`config.mk`:
```
export PLATFORM = sky130hd
export DESIGN_NAME = des_block_packer
export DESIGN_NICKNAME = d
export VERILOG_FILES = /design/src/rtl/des_block_packer.sv
export SDC_FILE = /design/constraint.sdc
export NUM_CORES = 1
export LEC_CHECK = 0
export ABC_CLOCK_PERIOD_IN_PS = 2000
export BUFFER_PORTS_ARGS = -buffer_cell sky130_fd_sc_hd__buf_2
export CAP_MARGIN = 20
export CORE_AREA = 2 2 177 249
export CTS_BUF_LIST = sky130_fd_sc_hd__clkbuf_2 sky130_fd_sc_hd__clkbuf_4 sky130_fd_sc_hd__clkbuf_8
export CTS_CLUSTER_DIAMETER = 50
export DETAILED_ROUTE_END_ITERATION = 10
export DIE_AREA = 0 0 179 251
export HOLD_SLACK_MARGIN = 0.02
export SLEW_MARGIN = 20
export SYNTH_ARGS = -nofsm -noshare
export SYNTH_HDL_FRONTEND = slang
export SYNTH_SLANG_ARGS = --single-unit
```
`constraint.sdc`:
```
create_clock -name clk_i -period 2 [get_ports clk_i]
set_input_delay 0.3 -clock clk_i [delete_from_list [all_inputs] [get_ports clk_i]]
set_output_delay 0.3 -clock clk_i [all_outputs]
set_load 0.02 [all_outputs]
```
`src/rtl/des_block_packer.sv`:
```
// Byte-to-block packer feeding the DES core: packs 8 bytes big-endian into a
// 64-bit block, applies PKCS#5 (or zero) padding at message end, one-cycle strobes.
module des_block_packer #(
    parameter bit PAD_EN = 1'b1
) (
    input  logic        clk_i,
    input  logic        reset_i,
    input  logic        mode_i,
    input  logic [0:63] key_i,
    input  logic [7:0]  byte_i,
    input  logic        valid_i,
    input  logic        last_i,
    output logic        accept_o,
    output logic [0:63] data_o,
    output logic [0:63] key_o,
    output logic        mode_o,
    output logic        valid_o
);

    typedef enum logic {
        FILL   = 1'b0,
        PADBLK = 1'b1
    } state_t;

    state_t      state_q;
    logic [2:0]  count_q;
    logic [0:63] acc_q;
    logic [0:63] blk_key_q;
    logic        blk_mode_q;
    logic [0:63] data_q;
    logic [0:63] key_q;
    logic        mode_q;
    logic        valid_q;

    logic [0:63] acc_d;
    logic [0:63] out_key_d;
    logic        out_mode_d;
    logic [7:0]  pad_byte;

    assign accept_o = reset_i && (state_q == FILL);
    assign data_o   = data_q;
    assign key_o    = key_q;
    assign mode_o   = mode_q;
    assign valid_o  = valid_q;

    // Block as it would look after this cycle's byte, padded if it is the last one.
    always_comb begin
        acc_d    = acc_q;
        pad_byte = PAD_EN ? {5'd0, 3'd7 - count_q} : 8'h00;
        acc_d[{count_q, 3'b000} +: 8] = byte_i;
        if (last_i) begin
            for (int i = 0; i < 8; i++) begin
                if (3'(i) > count_q) begin
                    acc_d[8*i +: 8] = pad_byte;
                end
            end
        end
        // A single-byte block has not latched key/mode yet, so take them directly.
        out_key_d  = (count_q == 3'd0) ? key_i  : blk_key_q;
        out_mode_d = (count_q == 3'd0) ? mode_i : blk_mode_q;
    end

    always_ff @(posedge clk_i) begin
        if (!reset_i) begin
            state_q    <= FILL;
            count_q    <= 3'd0;
            acc_q      <= '0;
            blk_key_q  <= '0;
            blk_mode_q <= 1'b0;
            data_q     <= '0;
            key_q      <= '0;
            mode_q     <= 1'b0;
            valid_q    <= 1'b0;
        end else begin
            valid_q <= 1'b0;
            case (state_q)
                FILL: begin
                    if (valid_i) begin
                        acc_q <= acc_d;
                        if (count_q == 3'd0) begin
                            blk_key_q  <= key_i;
                            blk_mode_q <= mode_i;
                        end
                        if (count_q == 3'd7 || last_i) begin
                            valid_q <= 1'b1;
                            data_q  <= acc_d;
                            key_q   <= out_key_d;
                            mode_q  <= out_mode_d;
                            count_q <= 3'd0;
                            if (PAD_EN && last_i && count_q == 3'd7) begin
                                state_q <= PADBLK;
                            end
                        end else begin
                            count_q <= count_q + 3'd1;
                        end
                    end
                end
                PADBLK: begin
                    // Aligned end: extra full pad block, key/mode held from previous block.
                    valid_q <= 1'b1;
                    data_q  <= {8{8'h08}};
                    state_q <= FILL;
                end
            endcase
        end
    end

endmodule

```
======== After elaboration in Yosys (flattened, before gate mapping) ========
Index checks and enable logic that the tools add are counted.
storage, ports and cells
  logic and storage cells ................. 57
  flip-flop bits (word level) ............. 263
operators by class
  equality and inequality tests ........... 3
  mux-type cells .......................... 23
  shift operators ......................... 2
  $add $sub $neg .......................... 3
  order comparisons ....................... 8
  bitwise operators ....................... 2
  reduce and logical (&&, ||, !) cells .... 7
operator list
  cell                                                   number
  two-way mux 64 bit                                     4
  one-hot mux 64 bit (2 select lines)                    1
  variable shift 65 x 8 -> 64 bit, first input constant  1
  indexed part select 65 x 8 -> 64 bit                   1
  bitwise mux 64 bit                                     1
  two-way mux 8 bit                                      8
  > comparator 3 bit, first input constant               4
  negator 7 -> 8 bit                                     1
  inverter 6 -> 7 bit                                    1
  > comparator 1 x 3 -> 1 bit, first input constant      2
  > comparator 2 x 3 -> 1 bit, first input constant      2
  two-way mux 1 bit                                      6
  one-hot mux 1 bit (2 select lines)                     2
  AND reduction 2 bit                                    2
  adder 3 x 1 -> 3 bit, second input constant            1
  == test 3 bit, second input constant                   1
  zero test 3 bit                                        1
  two-way mux 3 bit                                      1
  AND reduction 3 bit                                    1
  subtractor 3 bit, first input constant                 1
  logical AND 1 bit                                      2
  inequality test 2 x 1 -> 1 bit, second input constant  1
  inequality test 2 bit, second input constant           1
  logical OR 1 bit                                       1
  inverter 1 bit                                         1

======== Depth between registers and ports, before layout ========
Gate-level depths: netlist of the first run.
  word-level depth ........................ 9
  depth in mapped cells ................... 10
  mapped depth without buffers ............ 6

======== Worst setup path before layout of the first run ========
OpenSTA, ideal clock, no wires.
  kind .................................... flip-flop to flip-flop
  start point ............................. register count_q[0]
  end point ............................... register blk_key_q[10] (netlist bit)
  period minus slack after synthesis ...... 2.131 ns
  setup time .............................. 0.070 ns
  setup slack ............................. -0.131 ns
  arrival time ............................ 2.061 ns
  buffers on the path ..................... 3
  stages on the path, launching flop included .. 10
  cells stage by stage .................... dfxtp_1 clkbuf_1 inv_1 ha_1 nor2b_1 nand2_1 buf_2 buf_1 nand2_1 a21oi_1
on the way
  longest elaborated chain between the ends .. 2
ends and longest elaborated chain
  item                      line  text
  start: declaration        26    logic [2:0] count_q;
  start signal: assignment  94    count_q <= count_q + 3'd1;
  zero test 3 bit           80    if (count_q == 3'd0) begin
  two-way mux 64 bit        n/a
  end signal: assignment    81    blk_key_q <= key_i;
  end: declaration          28    logic [0:63] blk_key_q;
Every way passes these cells.
A chain may end at the register's enable or synchronous reset.

======== Worst setup path in the final report of the first run ========
  start point ............................. register count_q[0]
  end point ............................... register data_q (netlist bit data_o[30])
on the way
  longest elaborated chain between the ends .. 9
ends and longest elaborated chain
  item                                                                                     line  text
  inverter 6 -> 7 bit (not written as such)                                                50    acc_d[{count_q, 3'b000} +: 8] = byte_i;
  negator 7 -> 8 bit                                                                       50
  indexed part select 65 x 8 -> 64 bit or variable shift 65 x 8 -> 64 bit (tied branches)  50
  bitwise mux 64 bit                                                                       50
  two-way mux 8 bit                                                                        53    if (3'(i) > count_q) begin
  two-way mux 64 bit                                                                       51    if (last_i) begin
  two-way mux 64 bit                                                                       84    if (count_q == 3'd7 || last_i) begin
  two-way mux 64 bit                                                                       78    if (valid_i) begin
  one-hot mux 64 bit (2 select lines)                                                      76    case (state_q)
  end signal: assignment                                                                   101   data_q <= {8{8'h08}};
  end: declaration                                                                         30    logic [0:63] data_q;
Several ways; a longest one is shown, not always the timed one. The select of a mux whose other input is x is not followed.

==> results.md, run 1 <==
* Initial Utilization at 24.7%
* Critical R2R Launch: count_q[0]$_SDFFE_PN0P_
* DRC at 0
* IO Port Bufs at 207
* Post-synth ARST share at 0%
* Critical path's largest stage delay at 0.36 ns
* Setup crit start: count_q[0]$_SDFFE_PN0P_
* Die H at 251 um
* DR pass1 iterations at 5
* Ys flop type: dfxtp_1
* Post-DP HPWL at 24.3 mm
* Drt wl/cell at 17.0 um
* Number of distinct library cells after synthesis at 64
* Pins Over Slew Limit at 0
* Seq/Total Area, Yosys at 49.0%
* Hold Fails Final Rpt at 0
* Synth Area in Simple Gates at 21.6%
* Mapped Avg Cell Area at 8.26 sq um
* Final WL at 36.7 mm
* Maxcap violations at 0
* Crit path DAT at 2.32 ns
* Number of synthesized flops with an enable pin at 0
* Static leakage at 5.99 nW
* Commonest non-fill, non-tap cell in the layout: nand2_1
* Net Count, Synth at 1,360
* Ys Warns at 0
* Number of CTS-inserted buffers at 45
* Synthesized area at 10,600 sq um
* Global-route wire length before repair at 54.4 mm
* Routed via count at 10,400
* Area share of the largest cell type after synthesis at 49.0%
* GRT Overall Usage at 15.4%
* Initial DRC count at 690
* Post-synthesis mux area share at 1.97%
* CTS sink cnt at 258
* RSZ-0062 raised after global routing: false
* Antenna-violating nets left at 0
* Vias per cell at 4.83
* Root buf cell: clkbuf_8
* Grt ovf at 0
* Relative slew margins at 56.3%
* Clk buf depth at 3
* Row cnt at 90
* CTS tree: yes
* VDD IR max at 0.350 mV
* H-tree level count at 2
* Syn-to-layout area delta at 35.8%
* Layout cells sized above 1 at 25.2%
* CP Cell Sequence: ha_1, ha_1, and4b_1, a22o_1, a221oi_1, nor3_1
* Pin count of the biggest net entering global routing at 110
* Hold path start: byte_i[6]
* Synth Area in Adders at 0.711%
* Most frequent cells in the layout: 335 x nand2_1, 256 x dfxtp_1, 207 x buf_2, 112 x nor2_1, 109 x a21oi_1
* Area contributors post-synth: dfxtp_1 49%, nand2_1 12%, a311oi_1 5.5%
* Worst skew pair latency at 0.58 ns
* Initial antenna violation count at 1
* Vias in the first global route at 9,995
* Area leader, netlist: dfxtp_1
* Core area at 42,700 sq um
* CP max FO at 7
* Fin crit share at 94.5%
* Placed Cells at 2,002
* Cells after Synth at 1,277
* Main combinational cell family by area after synthesis: compound AO/OA/AOI/OAI gates
* Max Clock Skew at 0.0455 ns
* Clk slew on worst S/H paths at 0.07 ns
* Crit path capture type: flop
* Slowest CP cell: dfxtp_2
* Die width at 179 um
* Die area at 44,900 sq um
* Non-Filler Instances at 2,156
* Tmin final at 1.89 ns
* Worst Max-Slew Pin Slew at 0.649 ns
* Xor-xnor portion of the synthesized cell area at 0%
* CP most frequent cell: ha_1
* CP startpoint kind: flop
* Status: completed
* Fillers at 4,419
* Setup TNS at 0 ns
* Hold WC Path Type: in2reg
* Pwr per Cell Area at 870 nW/um^2
* Final net count at 1,652
* Io pins at 208
* Count of final setup violators at 0
* Setup CP Type: reg2reg
* Max Freq at 529 MHz
* Worst EP required at 2.43 ns
* Synth Area in Compound Gates at 22.0%
* Flops & latches, synth at 258
* GPL Wtd Cong at 0.820
## final cells by class
| class | count | area [sq um] | area share (%) |
|---|---|---|---|
| diodes | 1 | 2.50 | 0.0175 |
| clock buffers | 67 | 822 | 5.74 |
| clock inverters | 14 | 144 | 1.00 |
| inverters | 11 | 46.3 | 0.323 |
| multi-input cells | 903 | 4940 | 34.5 |
| flip-flops and latches | 258 | 5170 | 36.1 |
| well taps | 552 | 691 | 4.82 |
| repair buffers | 350 | 2510 | 17.5 |
## power by group
| group | internal, W | switching, W |
|---|---|---|
| Combinational | 0.000676 | 0.00105 |
| Sequential | 0.00540 | 0.000138 |
| Clock | 0.00292 | 0.00228 |
| Total | 0.00900 | 0.00346 |
## critical path: cells and delay by family, from the launching register on
family	cells	cell delay (ns)
adder cells (fa/ha/maj)	2	0.48
AO/OA/AOI/OAI	2	0.54
AND/OR/NAND/NOR	2	0.36
flip-flops	1	0.36
## layer usage
layer | global-route usage, % | share of wire [%] | vias up
li1 | - | - | 5068
met1 | 16.7 | 38 | 4927
met2 | 28.7 | 53 | 346
met3 | 2.99 | 5.8 | 74
met4 | 6.39 | 3.2 | 0
met5 | 0 | 0 | -
## stage by stage
stage                     utilization (%)  cell area (sq um)  power, W  hold slack (ns)  worst slack (ns)
after floorplan                         -              10600   0.00656            0.422           0.00525
after global placement               29.3              12500   0.00719            0.431            0.0280
after detailed placement             29.3              12500   0.00722            0.438           -0.0689
after CTS                            33.3              14200    0.0126           0.0406            0.0170
after global routing                 33.6              14300    0.0130           0.0807           0.00326
final                                33.6              14300    0.0125           0.0894             0.109
## state kept, by name, indices dropped and copies added (netlist names)
signal	flops
blk_mode_q	1
blk_key_q	64
mode_o	1
state_q	1
count_q	3
valid_o	1
key_o	64
acc_q	59
data_o	64
## synth_stat cells, drive strengths merged, types with 10 or more instances
cell,n
nand3,16
clkbuf,56
a311oi,66
a21oi,110
a22o,13
a2bb2oi,18
nand2,337
mux2i,14
a22oi,17
and3b,10
buf,49
inv,11
o21ai,58
a32o,10
dfxtp,258
nor2,118
## logic make-up after synthesis
logic type / count (synthesis)
AND/OR/NAND/NOR: 538
flip-flops: 258
buffers and inverters: 116
multiplexers: 20
adder cells (fa/ha/maj): 6
AO/OA/AOI/OAI: 339
## what timing repair did
action                                  in CTS  in global routing
cloned                                       1                  2
endpoints found under the setup margin      67                108
pin swaps                                    1                  0
hold buffers                                66                  0
setup buffers                                1                  2
resized for setup                            6                  6
endpoints found under the hold margin      131                  0
## path summary, 6_finish.rpt
kind | end | slack (ns) | depth (start not counted)
worst min register to register | acc_q[13]$_SDFFE_PN0P_ | 0.45 | 2
worst max register to register | data_o[30]$_SDFFE_PN0P_ | 0.11 | 6
worst max-delay path | data_o[30]$_SDFFE_PN0P_ | 0.11 | 6
worst min-delay path | data_o[57]$_SDFFE_PN0P_ | 0.09 | 3
No activity file was read; power rests on OpenSTA's default activity.
==> run 2, diff against run 1 <==
- CTS_BUF_LIST: sky130_fd_sc_hd__clkbuf_2 sky130_fd_sc_hd__clkbuf_4 sky130_fd_sc_hd__clkbuf_8 -> sky130_fd_sc_hd__clkbuf_8
- SLEW_MARGIN: 20 -> default
==> run 2 against run 1 <==
Effect of this change:
- clock power decreased by 5.6%
- clock-buffer cell count decreased by 16
- worst hold slack improved by 0.0052 ns
- global-route usage about the same
- first-iteration DRC count decreased by 4.2%
==> results.md, run 2 (synthesized netlist as in run 1, its figures left out) <==
* Status: completed (unchanged)
* Count of final setup violators at 0 (unchanged)
* CP max FO at 7 (unchanged)
* CP startpoint kind: flop (unchanged)
* Hold Fails Final Rpt at 0 (unchanged)
* CP most frequent cell: ha_1 (unchanged)
* Io pins at 208 (unchanged)
* Fin crit share at 94.9% (was 94.5%)
* Die H at 251 um (unchanged)
* DRC at 0 (unchanged)
* Drt wl/cell at 17.0 um (about the same)
* Worst path top cell family by delay: adder cells (was compound AO/OA/AOI/OAI gates)
* Die width at 179 um (unchanged)
* Most frequent cells in the layout: 335 x nand2_1, 256 x dfxtp_1, 207 x buf_2, 112 x nor2_1, 109 x a21oi_1 (unchanged)
* Placed Area at 12,500 sq um (unchanged)
* DR pass1 iterations at 5 (unchanged)
* Final Cell Area at 14,300 sq um (about the same)
* Buf/Inv on CP at 1 (was 0)
* Fillers at 4,433 (was 4,419)
* Non-Filler Instances at 2,156 (unchanged)
* Pwr per Cell Area at 853 nW/um^2 (was 870 nW/um^2)
* Final net count at 1,652 (unchanged)
* Number of CTS-inserted buffers at 45 (unchanged)
* GRT Overall Usage at 15.5% (was 15.4%)
* Syn-to-layout area delta at 35.2% (was 35.8%)
* Worst EP required at 2.47 ns (was 2.43 ns)
* Final WL at 36.7 mm (about the same)
* Layout Utilization at 33.4% (was 33.6%)
* RSZ-0062 raised after global routing: false (unchanged)
* VDD IR max at 0.353 mV (was 0.350 mV)
* Initial DRC count at 661 (was 690)
* Critical path's largest stage delay at 0.36 ns (about the same)
* Max Freq at 527 MHz (was 529 MHz)
* Vias in the first global route at 10,100 (was 9,995)
* Setup CP Type: reg2reg (unchanged)
* Pin count of the biggest net entering global routing at 110 (unchanged)
* GPL Wtd Cong at 0.820 (unchanged)
* Row cnt at 90 (unchanged)
* Layout cells sized above 1 at 24.2% (was 25.2%)
* CTS sink cnt at 258 (unchanged)
* Clk slew on worst S/H paths at 0.07 ns (about the same)
* Vias per cell at 4.80 (was 4.83)
* Post-DP HPWL at 24.3 mm (unchanged)
* Worst skew pair latency at 0.58 ns (about the same)
* Hold path start: byte_i[6] (unchanged)
* Grt ovf at 0 (unchanged)
* IO Port Bufs at 207 (unchanged)
* Root buf cell: clkbuf_8 (unchanged)
* Placed Cells at 2,002 (unchanged)
* Area of the multi-input gates at 4940 sq um (unchanged)
* Worst Max-Slew Pin Slew at 0.591 ns (was 0.649 ns)
* Initial Utilization at 24.7% (unchanged)
* Global-route wire length before repair at 54.7 mm (was 54.4 mm)
* CTS tree: yes (unchanged)
* Pins Over Slew Limit at 0 (unchanged)
* Tmin final at 1.90 ns (was 1.89 ns)
* Maxcap violations at 0 (unchanged)
* CP Cell Sequence: ha_1, ha_1, and4b_1, buf_4, a22oi_1, a2bb2oi_1, nor2_1 (was ha_1, ha_1, and4b_1, a22o_1, a221oi_1, nor3_1)
* Setup crit start: count_q[0]$_SDFFE_PN0P_ (unchanged)
* Crit path capture type: flop (unchanged)
* Antenna-violating nets left at 0 (unchanged)
* Commonest non-fill, non-tap cell in the layout: nand2_1 (unchanged)
* H-tree level count at 2 (unchanged)
* Initial antenna violation count at 1 (unchanged)
* Hold WC Path Type: in2reg (unchanged)
* Critical R2R Launch: count_q[0]$_SDFFE_PN0P_ (unchanged)
* Routed via count at 10,400 (about the same)
* Static leakage at 6.00 nW (was 5.99 nW)
* Crit path DAT at 2.37 ns (was 2.32 ns)
* Relative slew margins at 60.2% (was 56.3%)
* Clk buf depth at 3 (unchanged)
* Seq. cell area at 5170 sq um (unchanged)
* Slowest CP cell: dfxtp_2 (unchanged)
* Core area at 42,700 sq um (unchanged)
* Die area at 44,900 sq um (unchanged)
* Max Clock Skew at 0.0480 ns (was 0.0455 ns)
==> run 2: tightest hold or removal path: cells and delay by family <==
| family | cells | cell delay [ns] |
|---|---|---|
| and+or+nand+nor | 1 | 0.08 |
| buffers and inverters | 1 | 0.18 |
| AOI/OAI and AO/OA | 1 | 0.05 |
==> run 2: report_power, final <==
group / internal, W / switching [W] / total, W / leakage, nW
logic: 0.000676 / 0.00104 / 0.00172 / 3.37
clock network: 0.00262 / 0.00229 / 0.00491 / 0.515
registers: 0.00540 / 0.000138 / 0.00554 / 2.12
==> run 2: layout make-up <==
cell class	instances	area share, %
well taps	552	4.84
flip-flops and latches	258	36.2
diodes	1	0.0175
repair buffers	350	17.6
inverters	11	0.324
clock buffers	51	4.92
multi-input cells	903	34.6
clock inverters	30	1.43
==> run 2: metrics by stage <==
step	setup slack [ns]	hold slack [ns]	setup TNS, ns	total power [W]
6_report	0.102	0.0946	0	0.0122
5_1_grt	0.00510	0.0807	0	0.0127
4_1_cts	0.0197	0.0406	0	0.0123
3_5_place_dp	-0.0689	0.438	-0.547	0.00722
3_3_place_gp	0.0280	0.431	0	0.00719
2_1_floorplan	0.00525	0.422	0	0.00656
==> run 2: final timing paths <==
kind / endpoint / cells past startpoint / slack (ns)
min reg2reg: acc_q[13]$_SDFFE_PN0P_ / 2 / 0.45
max reg2reg: acc_q[24]$_SDFFE_PN0P_ / 7 / 0.10
min: data_o[57]$_SDFFE_PN0P_ / 3 / 0.09
max: acc_q[24]$_SDFFE_PN0P_ / 7 / 0.10
==> run 2: routing by layer <==
metal	routed length, um	up-vias	global-route usage, %
met4	1300	0	6.50
met1	14100	4911	16.7
met3	2010	80	2.99
li1	-	5062	-
met2	19300	303	28.7
met5	0	-	0
==> run 2: timing repair <==
item,CTS,global route
hold buffers,66,0
endpoints found under the hold margin,131,0
cloned,1,2
buffers inserted,1,2
resized for setup,7,5
pin swaps,1,0
setup endpoints to repair,68,104
==> run 3, diff against run 2 <==
- CAP_MARGIN: 20 -> default
- CORE_AREA: 2 2 177 249 -> 2 2 187 235
- DIE_AREA: 0 0 179 251 -> 0 0 189 237
==> run 3 against run 2 <==
Effect of this change:
- die area decreased by 0.30%
- critical endpoint is now key_o[25]$_SDFFE_PN0P_
- final area decreased by 0.37%
- critical path depth rose by 1
- largest power group unchanged
- sequential share of layout area is 0.12 points higher
- maximum frequency is 0.15% higher
- clock power hardly changed
- core utilization shrank 0.099 points
==> results.md, run 3 (synthesized netlist as in run 1, its figures left out) <==
* Status: completed (unchanged)
* DR pass1 iterations at 5 (unchanged)
* Final WL at 36.5 mm (was 36.7 mm)
* CTS sink cnt at 258 (unchanged)
* Worst Max-Slew Pin Slew at 0.555 ns (was 0.591 ns)
* Layout Utilization at 33.3% (was 33.4%)
* Placed Area at 12,500 sq um (about the same)
* Commonest non-fill, non-tap cell in the layout: nand2_1 (unchanged)
* Worst hold path stage count at 3 (unchanged)
* Worst skew pair latency at 0.57 ns (was 0.58 ns)
* Area of the multi-input gates at 4940 sq um (about the same)
* CP Cell Sequence: ha_1, ha_2, nor2_4, nor2_4, buf_4, buf_4, clkbuf_16, a311oi_1 (was ha_1, ha_1, and4b_1, buf_4, a22oi_1, a2bb2oi_1, nor2_1)
* Layout cells sized above 1 at 24.2% (about the same)
* Clk buf depth at 3 (unchanged)
* Max Clock Skew at 0.0193 ns (was 0.0480 ns)
* CTS tree: yes (unchanged)
* DRC at 0 (unchanged)
* Max Freq at 528 MHz (was 527 MHz)
* Maxcap violations at 0 (unchanged)
* Number of CTS-inserted buffers at 45 (unchanged)
* Setup TNS at 0 ns (unchanged)
* Worst path top cell family by delay: buffers and inverters (was adder cells)
* Hold_ws at 0.117 ns (was 0.0946 ns)
* Critical path depth at 8 (was 7)
* Row cnt at 85 (was 90)
* DP Worst Slack at -0.00472 ns (was -0.0689 ns)
* Fin crit share at 94.7% (was 94.9%)
* CP startpoint kind: flop (unchanged)
* Core area at 42,600 sq um (was 42,700 sq um)
* FF-to-FF path depth at 8 (was 7)
* Global-route wire length before repair at 54.6 mm (was 54.7 mm)
* Die area at 44,800 sq um (was 44,900 sq um)
* Critical path's largest stage delay at 0.35 ns (was 0.36 ns)
* Io pins at 208 (unchanged)
* Drt wl/cell at 16.9 um (was 17.0 um)
* Setup CP Type: reg2reg (unchanged)
* Crit path capture type: flop (unchanged)
* Count of final setup violators at 0 (unchanged)
* Pwr per Cell Area at 854 nW/um^2 (was 853 nW/um^2)
* Antenna-violating nets left at 0 (unchanged)
* Routed via count at 10,400 (about the same)
* Syn-to-layout area delta at 34.7% (was 35.2%)
* Fillers at 4,442 (was 4,433)
* Most frequent cells in the layout: 334 x nand2_1, 257 x dfxtp_1, 207 x buf_2, 113 x nor2_1, 109 x a21oi_1 (was 335 x nand2_1, 256 x dfxtp_1, 207 x buf_2, 112 x nor2_1, 109 x a21oi_1)
* Vias in the first global route at 9,870 (was 10,100)
* Post-DP HPWL at 23.7 mm (was 24.3 mm)
* Final net count at 1,648 (was 1,652)
* Slowest CP cell: dfxtp_2 (unchanged)
* CP max FO at 30 (was 7)
* Hold Fails Final Rpt at 0 (unchanged)
* Pin count of the biggest net entering global routing at 86 (was 110)
* Initial antenna violation count at 1 (unchanged)
* Worst EP required at 2.46 ns (was 2.47 ns)
* Seq. cell area at 5170 sq um (about the same)
* Setup ws final at 0.105 ns (was 0.102 ns)
* RSZ-0062 raised after global routing: false (unchanged)
* Crit path DAT at 2.35 ns (was 2.37 ns)
* H-tree level count at 2 (unchanged)
* Die width at 189 um (was 179 um)
* IO Port Bufs at 207 (unchanged)
* Final Cell Area at 14,200 sq um (was 14,300 sq um)
* Die H at 237 um (was 251 um)
* Vias per cell at 4.81 (was 4.80)
* Buf/Inv on CP at 3 (was 1)
* Hold WC Path Type: in2reg (unchanged)
* Initial DRC count at 593 (was 661)
* GPL Wtd Cong at 0.848 (was 0.820)
* Root buf cell: clkbuf_8 (unchanged)
* Clk slew on worst S/H paths at 0.07 ns (about the same)
* Grt ovf at 0 (unchanged)
* VDD IR max at 0.477 mV (was 0.353 mV)
* GRT Overall Usage at 15.2% (was 15.5%)
* Relative slew margins at 62.6% (was 60.2%)
* Static leakage at 5.95 nW (was 6.00 nW)
* Tmin final at 1.89 ns (was 1.90 ns)
* Initial Utilization at 24.7% (about the same)
* Pins Over Slew Limit at 0 (unchanged)
[run 3: changes by cell type in the layout (fill, tap and decap cells not counted), moves of 2 or more]
| cell | delta |
|---|---|
| buf_4 | -3 |
| buf_6 | +2 |
| clkbuf_8 | +5 |
| clkinvlp_4 | -2 |
| inv_1 | -4 |
| nand2b_1 | -2 |
[run 3: path summary, 6_finish.rpt]
| kind | slack [ns] | start | to |
|---|---|---|---|
| min reg2reg | 0.45 | acc_q[38]$_SDFFE_PN0P_ | acc_q[38]$_SDFFE_PN0P_ |
| min | 0.12 | byte_i[6] | data_o[57]$_SDFFE_PN0P_ |
| max reg2reg | 0.11 | count_q[0]$_SDFFE_PN0P_ | key_o[25]$_SDFFE_PN0P_ |
| max | 0.11 | count_q[0]$_SDFFE_PN0P_ | key_o[25]$_SDFFE_PN0P_ |
[run 3: cell type report]
cell class / instances / share of cell area, %
flip-flops and latches: 258 / 36.3
multi-input cells: 903 / 34.7
repair buffers: 346 / 17.2
clock buffers: 56 / 5.42
well taps: 565 / 4.97
clock inverters: 23 / 0.995
inverters: 11 / 0.326
diodes: 1 / 0.0176
[run 3: repair_timing]
item                                    4_1_cts  5_1_grt
pin swaps                                     0        3
gates cloned                                  0        3
endpoints found under the setup margin        4       82
setup buffers                                 0        4
resized for setup                             1       10
hold buffers                                 65        0
hold endpoints to repair                    130        0
[run 3: per-stage QoR]
step | power [W] | cells
3_5_place_dp | 0.00721 | 2011
6_report | 0.0121 | 2163
3_3_place_gp | 0.00718 | 2011
5_1_grt | 0.0127 | 2162
4_1_cts | 0.0123 | 2155
2_1_floorplan | 0.00656 | 1277
[run 3: worst reg2reg max path, cell delays in order (launching register included)]
cell	delay (ns)
dfxtp_2	0.35
ha_1	0.22
ha_2	0.21
nor2_4	0.20
nor2_4	0.05
buf_4	0.14
buf_4	0.15
clkbuf_16	0.21
a311oi_1	0.27
[run 3: report_power, final]
group | total, W | switching, W | internal, W
Combinational | 0.00170 | 0.00104 | 0.000652
Sequential | 0.00554 | 0.000136 | 0.00540
Clock | 0.00491 | 0.00224 | 0.00266
[run 3: per-layer routing]
| layer | global-route usage, % | vias to the layer above | part of all wire [%] |
|---|---|---|---|
| met4 | 6.98 | 0 | 3.7 |
| met5 | 0 | - | 0 |
| met3 | 2.90 | 78 | 6.1 |
| met2 | 25.8 | 341 | 49 |
| met1 | 18.4 | 4941 | 42 |
| li1 | - | 5054 | - |
